`config.mk`:
```
export PLATFORM = sky130hd
export DESIGN_NAME = dmem_access_unit
export DESIGN_NICKNAME = d
export VERILOG_FILES = /design/src/rtl/dmem_access_unit.sv
export SDC_FILE = /design/constraint.sdc
export NUM_CORES = 1
export LEC_CHECK = 0
export ABC_AREA = 1
export BUFFER_PORTS_ARGS = -buffer_cell sky130_fd_sc_hd__buf_2
export CAP_MARGIN = 20
export CORE_MARGIN = 8
export CORE_UTILIZATION = 49
export DETAILED_ROUTE_END_ITERATION = 6
export PLACE_DENSITY = 0.81
export SLEW_MARGIN = 40
export SYNTH_ARGS = -nofsm -noshare
export SYNTH_HDL_FRONTEND = slang
export SYNTH_SLANG_ARGS = --single-unit
```
`constraint.sdc`:
```
create_clock -name clk -period 4.2 [get_ports clk]
set_clock_uncertainty 0.05 [all_clocks]
set_input_delay 0.84 -clock clk [delete_from_list [all_inputs] [get_ports clk]]
set_output_delay 0.84 -clock clk [all_outputs]
set_load 0.01 [all_outputs]
```
`src/rtl/dmem_access_unit.sv`:
```
// ============================================================================
// dmem_access_unit
//
// Purpose:
//   This is the MEM-stage initiator toward the data memory port. It takes one
//   load or store per pipeline slot from the EX/MEM register and issues a
//   word-aligned request. It builds the byte-lane write mask and the shifted
//   store data. The pipeline is stalled until dmem_resp arrives. After that,
//   the raw read word is presented for the MEM/WB register. Sign or zero
//   extension is done downstream.
//
//   State table:
//     state | meaning
//     ------+-----------------------------------------------------------
//     IDLE  | no access in flight; decode request, accept or flag error
//     BUSY  | strobe asserted, waiting for dmem_resp (or timeout)
//     DONE  | access complete; pipeline advances, request inputs ignored
//
// Ports:
//   clk, rst                    clock and asynchronous active-high reset
//   req_valid/read/write        EX/MEM memory-instruction qualifiers
//   funct3                      RV32I width code (b, h, w, bu, hu)
//   addr, store_data            effective address and forwarded rs2
//   dmem_address/read/write     word-aligned memory request and strobes
//   dmem_wmask, dmem_wdata      byte enables and lane-aligned store data
//   dmem_resp, dmem_rdata       memory completion and read word
//   rdata_out                   latched raw read word of last load
//   stall_out                   freeze IF..MEM pipeline registers
//   done                        one-cycle pulse when an access completes
//   req_error                   one-cycle pulse: misaligned/illegal/timeout
// ============================================================================
module dmem_access_unit #(
    parameter int TIMEOUT_CYCLES = 1024,
    parameter int CNT_W          = 11
) (
    input  logic        clk,
    input  logic        rst,
    input  logic        req_valid,
    input  logic        req_read,
    input  logic        req_write,
    input  logic [2:0]  funct3,
    input  logic [31:0] addr,
    input  logic [31:0] store_data,
    output logic [31:0] dmem_address,
    output logic        dmem_read,
    output logic        dmem_write,
    output logic [3:0]  dmem_wmask,
    output logic [31:0] dmem_wdata,
    input  logic        dmem_resp,
    input  logic [31:0] dmem_rdata,
    output logic [31:0] rdata_out,
    output logic        stall_out,
    output logic        done,
    output logic        req_error
);

    typedef enum logic [1:0] {
        IDLE = 2'd0,
        BUSY = 2'd1,
        DONE = 2'd2
    } state_t;

    // Last counter value before the access is abandoned. When the timeout
    // is disabled this value is unused, so 0 keeps the constant in range.
    localparam int              TC_LAST_I = (TIMEOUT_CYCLES > 0) ? TIMEOUT_CYCLES - 1 : 0;
    localparam logic [CNT_W-1:0] TC_LAST  = TC_LAST_I[CNT_W-1:0];

    state_t            state, state_nxt;
    logic [CNT_W-1:0]  cnt, cnt_nxt;
    logic [31:0]       addr_nxt;
    logic              rd_nxt, wr_nxt;
    logic [3:0]        mask_nxt;
    logic [31:0]       wdata_nxt;
    logic [31:0]       rdata_nxt;
    logic              err_nxt;

    logic              is_b, is_h, is_w, f3_ok, op_one;
    logic              misaligned, legal_go, bad_req;
    logic [3:0]        lane_mask;
    logic [31:0]       lane_data;

    // Request decode and lane generation
    always_comb begin
        is_b       = (funct3 == 3'b000) || (funct3 == 3'b100);
        is_h       = (funct3 == 3'b001) || (funct3 == 3'b101);
        is_w       = (funct3 == 3'b010);
        f3_ok      = is_b || is_h || is_w;
        op_one     = req_read ^ req_write;
        misaligned = (is_h && addr[0]) || (is_w && (addr[1:0] != 2'b00));
        legal_go   = req_valid && op_one && f3_ok && !misaligned;
        bad_req    = req_valid && ((req_read && req_write) || !f3_ok
                                   || (op_one && misaligned));

        lane_mask = 4'b1111;
        lane_data = store_data;
        if (is_b) begin
            lane_mask = 4'b0001 << addr[1:0];
            lane_data = {24'h0, store_data[7:0]} << {addr[1:0], 3'b000};
        end else if (is_h) begin
            lane_mask = 4'b0011 << {addr[1], 1'b0};
            lane_data = {16'h0, store_data[15:0]} << {addr[1], 4'b0000};
        end
        // Loads drive no byte enables and no data.
        if (req_read) begin
            lane_mask = 4'b0000;
            lane_data = 32'h0;
        end
    end

    // Next-state and output logic
    always_comb begin
        state_nxt = state;
        cnt_nxt   = cnt;
        addr_nxt  = dmem_address;
        rd_nxt    = dmem_read;
        wr_nxt    = dmem_write;
        mask_nxt  = dmem_wmask;
        wdata_nxt = dmem_wdata;
        rdata_nxt = rdata_out;
        err_nxt   = 1'b0;
        stall_out = 1'b0;
        done      = 1'b0;

        case (state)
            IDLE: begin
                stall_out = legal_go;
                if (legal_go) begin
                    addr_nxt  = {addr[31:2], 2'b00};
                    rd_nxt    = req_read;
                    wr_nxt    = req_write;
                    mask_nxt  = lane_mask;
                    wdata_nxt = lane_data;
                    cnt_nxt   = '0;
                    state_nxt = BUSY;
                end else if (bad_req) begin
                    err_nxt = 1'b1;
                end
            end
            BUSY: begin
                stall_out = 1'b1;
                if (dmem_resp) begin
                    // The held read strobe identifies a load, so stores keep
                    // the previous read word.
                    if (dmem_read) begin
                        rdata_nxt = dmem_rdata;
                    end
                    rd_nxt    = 1'b0;
                    wr_nxt    = 1'b0;
                    state_nxt = DONE;
                end else if ((TIMEOUT_CYCLES != 0) && (cnt == TC_LAST)) begin
                    rd_nxt    = 1'b0;
                    wr_nxt    = 1'b0;
                    err_nxt   = 1'b1;
                    state_nxt = IDLE;
                end else begin
                    cnt_nxt = cnt + CNT_W'(1);
                end
            end
            DONE: begin
                done      = 1'b1;
                state_nxt = IDLE;
            end
            default: begin
                state_nxt = IDLE;
            end
        endcase
    end

    always_ff @(posedge clk or posedge rst) begin
        if (rst) begin
            state        <= IDLE;
            cnt          <= '0;
            dmem_address <= 32'h0;
            dmem_read    <= 1'b0;
            dmem_write   <= 1'b0;
            dmem_wmask   <= 4'h0;
            dmem_wdata   <= 32'h0;
            rdata_out    <= 32'h0;
            req_error    <= 1'b0;
        end else begin
            state        <= state_nxt;
            cnt          <= cnt_nxt;
            dmem_address <= addr_nxt;
            dmem_read    <= rd_nxt;
            dmem_write   <= wr_nxt;
            dmem_wmask   <= mask_nxt;
            dmem_wdata   <= wdata_nxt;
            rdata_out    <= rdata_nxt;
            req_error    <= err_nxt;
        end
    end

endmodule

```
=== Yosys cells after proc, flatten, opt, wreduce, memory -nomap -nowiden ===
Index checks and enable logic that the tools add are counted.

* Flip-flop bits (word level): 114
* Bits in latches: 0
* Bits in writable memories: 0
* Bits in read-only memories: 0
* Input port bits: 105
* Word-level logic and storage cells: 79
* Memories: 0

* Add/sub/neg operators: 1
* Multiply operators: 0
* Divide/modulo/power cells: 0
* Order comparisons: 0
* Equality and inequality tests: 11
* Shift operators: 4
* Multiplexer cells: 27
* Bitwise logic cells: 1
* Reductions and logical operators: 26

{| class="wikitable"
|+ Operators by type and width
! kind !! count
|-
| two-way mux 32 bit || 3
|-
| two-way mux 11 bit || 3
|-
| left shift 16 x 5 -> 32 bit || 1
|-
| left shift 8 x 5 -> 32 bit || 1
|-
| case mux 11 bit (2 select lines) || 1
|-
| two-way mux 4 bit || 3
|-
| adder 11 x 1 -> 11 bit, second input constant || 1
|-
| == test 11 x 10 -> 1 bit, second input constant || 1
|-
| two-way mux 1 bit || 9
|-
| logical AND 1 bit || 8
|-
| case mux 1 bit (2 select lines) || 4
|-
| logical OR 1 bit || 7
|-
| == test 3 bit, second input constant || 2
|-
| two-way mux 2 bit || 3
|-
| inequality test 2 bit, second input constant || 3
|-
| AND reduction 3 bit || 2
|-
| case mux 2 bit (2 select lines) || 1
|-
| AND reduction 2 bit || 2
|-
| AND reduction 4 bit || 1
|-
| nonzero test 2 bit || 2
|-
| left shift 1 x 2 -> 4 bit, first input constant || 1
|-
| left shift 2 x 2 -> 4 bit, first input constant || 1
|-
| == test 3 x 1 -> 1 bit, second input constant || 1
|-
| == test 3 x 2 -> 1 bit, second input constant || 1
|-
| 7 further kinds || 8
|}

=== Depth between registers and ports, before layout ===
* Depth after elaboration: 11
* Depth in mapped cells: 11

=== Least setup slack after synthesis ===
Ideal clock, no wire load.

* Kind: input to output
* From: input req_read
* To: output stall_out
* Data arrival time: 1.682 ns
* Setup slack: 1.628 ns
* Stages: 8
* Cell sequence: ha_1 > nand2_1 > inv_1 > nand2_1 > inv_1 > nand3_2 > buf_6 > nand2_1

* Word-level cells in the longest chain between the ends: 5

{| class="wikitable"
|+ RTL lines
! what !! RTL line !! source
|-
| start, declared || 39 || <nowiki>input logic req_read,</nowiki>
|-
| bitwise XOR 1 bit || 88 || <nowiki>op_one = req_read ^ req_write;</nowiki>
|-
| logical AND 1 bit (3 in series) || 90 || <nowiki>legal_go = req_valid && op_one && f3_ok && !misaligned;</nowiki>
|-
| case mux 1 bit (2 select lines) || 124 || <nowiki>case (state)</nowiki>
|-
| end, declared || 52 || <nowiki>output logic stall_out,</nowiki>
|}

Every way passes these cells.

=== Worst setup path in the final report ===
Same ends and word-level chain as after synthesis.

==> results.tsv <==
metric	value	unit
finalSetupViolations	0	
timing.fmax	0.327	GHz
finalCritPeriodShare	72.8	%
reg2reg_from	state[0]$_DFFE_PP0P_	
syn_area	5260	um^2
nNetsFinal	904	
hold_violations	0	
cts_tree	built	
dp.cells	918	
p_leak	3.79	nW
dr_wl_met2	7.43	mm
fp.dieW	120	um
tns	0	ns
regArea	2850	um^2
crit_arrival	2.17	ns
p_comb_share	26.7	%
cts_hold_buffers	0	
startpoint	req_read	
min_period	3.06	ns
io_buffers	207	
drive_above_1_share	35.6	%
rsz0062_at_grt	false	
syn_inst	595	
core	10700	um^2
root_buffer	clkbuf_8	
multi_input_area	2100	um^2
cellPowerDensity	603	nW/um^2
pin_count	210	
dp_hpwl	11.1	mm
routabilityCongestion	0.888	
yosysSeqAreaShare	54.3	%
track_usage	21.1	%
yosys-top-cells-area	dfrtp_1, nand2_1, mux2_2	
dieHeight	120	um
cts.sinks	114	
yosys_most_used_dff	dfrtp_1	
firstDrtPassIters	7	
cts_setup_buffers	0	
ant_nets	0	
synth_cell_type_count	29	
die_area	14300	um^2
clkPwrFrac	33.9	%
diodes	0	
drcViolationCount	0	
highest_layer	met4	
critPathCaptureType	output pin	
async_reset_ff_share	100	%
drv_cap	0	
path_max_fanout	19	
num_rows	38	
grt_pass1_wl	24.3	mm
power_frac_seq	39.3	%
vias_per_cell	5.07	
worst_pin_slew	0.827	ns
synth_top_cell_area_share	54.3	%
insertion_delay	0.50	ns
swShare	31.7	%
cts.clk_slew.worst_paths	0.06	ns
nFillCells	919	
met3_length	1.41	mm
final_util	64.9	%
vdd_drop_max	0.000485	V
hp-class	in2async	
syn_area_per_cell	8.83	um^2
finalNonFillerCells	950	
switchingPower	0.00132	W
synth_area_leader_cell	dfrtp_1	
outcome	finished, final reports clean	
reg2reg_to	dmem_wdata[31]$_DFFE_PP0P_	
grt.overflow.total	0	
synth_enable_flop_cells	0	
slew_violations	0	
met1_length	6.12	mm
synth-seq-cells	114	
antenna_found_initial	0	
required	3.31	ns
routedWlPerCell	15.9	um
power.total	0.00417	W
drt_iter0_markers	329	
h-tree-depth	4	
cts_max_path_buffers	2	
crit_path_start_kind	input pin	
slew_headroom	44.5	%
vias	4817	
initial_core_util	49.4	%
yosysWarnings	0	
path_class	in2out	
r2r_cells	6	
cts-buffers-inserted	17	
r2r_slack	2.14	ns
p_int	0.00284	W
syn_to_final_growth	31.4	%
grt_pass1_vias	4826	
grt_max_degree	77	
cts_resized	0	
wl	15.1	mm
endpoint	stall_out	
[power by group through the flow]
stage | Sequential (W) | Combinational [W] | Clock [W]
final | 0.00164 | 0.00111 | 0.00141
after global routing | 0.00168 | 0.00124 | 0.00148
after CTS | 0.00164 | 0.00114 | 0.00143
after detailed placement | 0.00165 | 0.00114 | 0
after global placement | 0.00164 | 0.00110 | 0
after floorplan | 0.00180 | 0.000439 | 0
[worst min-delay path by stage]
stage	endpoint	slack, ns	depth (start not counted)
global placement	dmem_write$_DFFE_PP0P_	0.41	2
CTS	dmem_wmask[1]$_DFFE_PP0P_	0.42	2
detailed placement	dmem_wmask[1]$_DFFE_PP0P_	0.41	2
global route	dmem_write$_DFFE_PP0P_	0.44	2
finish	dmem_address[11]$_DFFE_PP0P_	0.41	2
floorplan	cnt[1]$_DFFE_PP0P_	0.44	2
[sequential cells by signal (all words and copies together), names as in the netlist]
name,cells
dmem_write,1
dmem_wdata,32
req_error,1
state,2
rdata_out,32
dmem_read,1
dmem_wmask,4
dmem_address,30
cnt,11
[kinds of logic after synthesis]
family / share of synthesized area, %
flip-flops: 54.3
AO/OA/AOI/OAI: 8.50
buffers and inverters: 5.93
adder cells (fa/ha/maj): 0.476
XOR/XNOR: 1.00
multiplexers: 6.86
AND/OR/NAND/NOR: 22.9
other: 0.0713
[synth_stat cells (7+ instances only)]
cell	instances
a21oi_1	23
buf_2	13
buf_4	7
dfrtp_1	114
inv_1	26
mux2_2	32
nand2_1	220
nand3_1	32
nor2_1	22
o21ai_0	47
o21ai_1	11
[cell usage in the layout (no fill, tap or decap), drive strengths merged]
| master | n |
|---|---|
| nand2 | 221 |
| nor3 | 5 |
| dfrtp | 114 |
| xor2 | 5 |
| a21boi | 1 |
| inv | 32 |
| mux2 | 32 |
| xnor2 | 1 |
| nor3b | 5 |
| nand3 | 34 |
| ha | 2 |
| clkbuf | 18 |
| clkinvlp | 2 |
| o21bai | 1 |
| a21oi | 26 |
| conb | 2 |
| o21ai | 58 |
| buf | 211 |
| nor2 | 23 |
| bufinv | 3 |
| nand3b | 3 |
| clkinv | 9 |
| nand4 | 2 |
[metrics by stage]
step                      worst slack, ns  instance area, um^2  hold WS [ns]
after global routing                 1.04                 6910         0.444
after detailed placement             1.04                 6320         0.410
final                                1.14                 6910         0.413
after global placement               1.11                 6320         0.407
after floorplan                     0.294                 5260         0.439
after CTS                            1.16                 6910         0.425
[layout make-up]
| class | count | share of cell area, % |
|---|---|---|
| Sequential cell | 114 | 41.3 |
| Tap cell | 140 | 2.54 |
| Multi-Input combinational cell | 421 | 30.4 |
| Clock inverter | 14 | 2.39 |
| Timing Repair Buffer | 211 | 15.4 |
| Inverter | 32 | 1.85 |
| Clock buffer | 18 | 6.05 |
[routing by layer]
| metal | up-vias | global-route usage (%) |
|---|---|---|
| met3 | 23 | 7.37 |
| met5 | - | 0 |
| met2 | 241 | 35.3 |
| met4 | 0 | 5.85 |
| li1 | 2324 | - |
| met1 | 2229 | 25.2 |
[critical path, stage by stage]
cell     delay (ns)
buf_2          0.15
ha_1           0.32
nand2_1        0.05
inv_1          0.05
nand2_1        0.05
inv_1          0.12
nand3_4        0.22
nand2_1        0.20
buf_2          0.16
No activity file was read; power rests on OpenSTA's default activity.
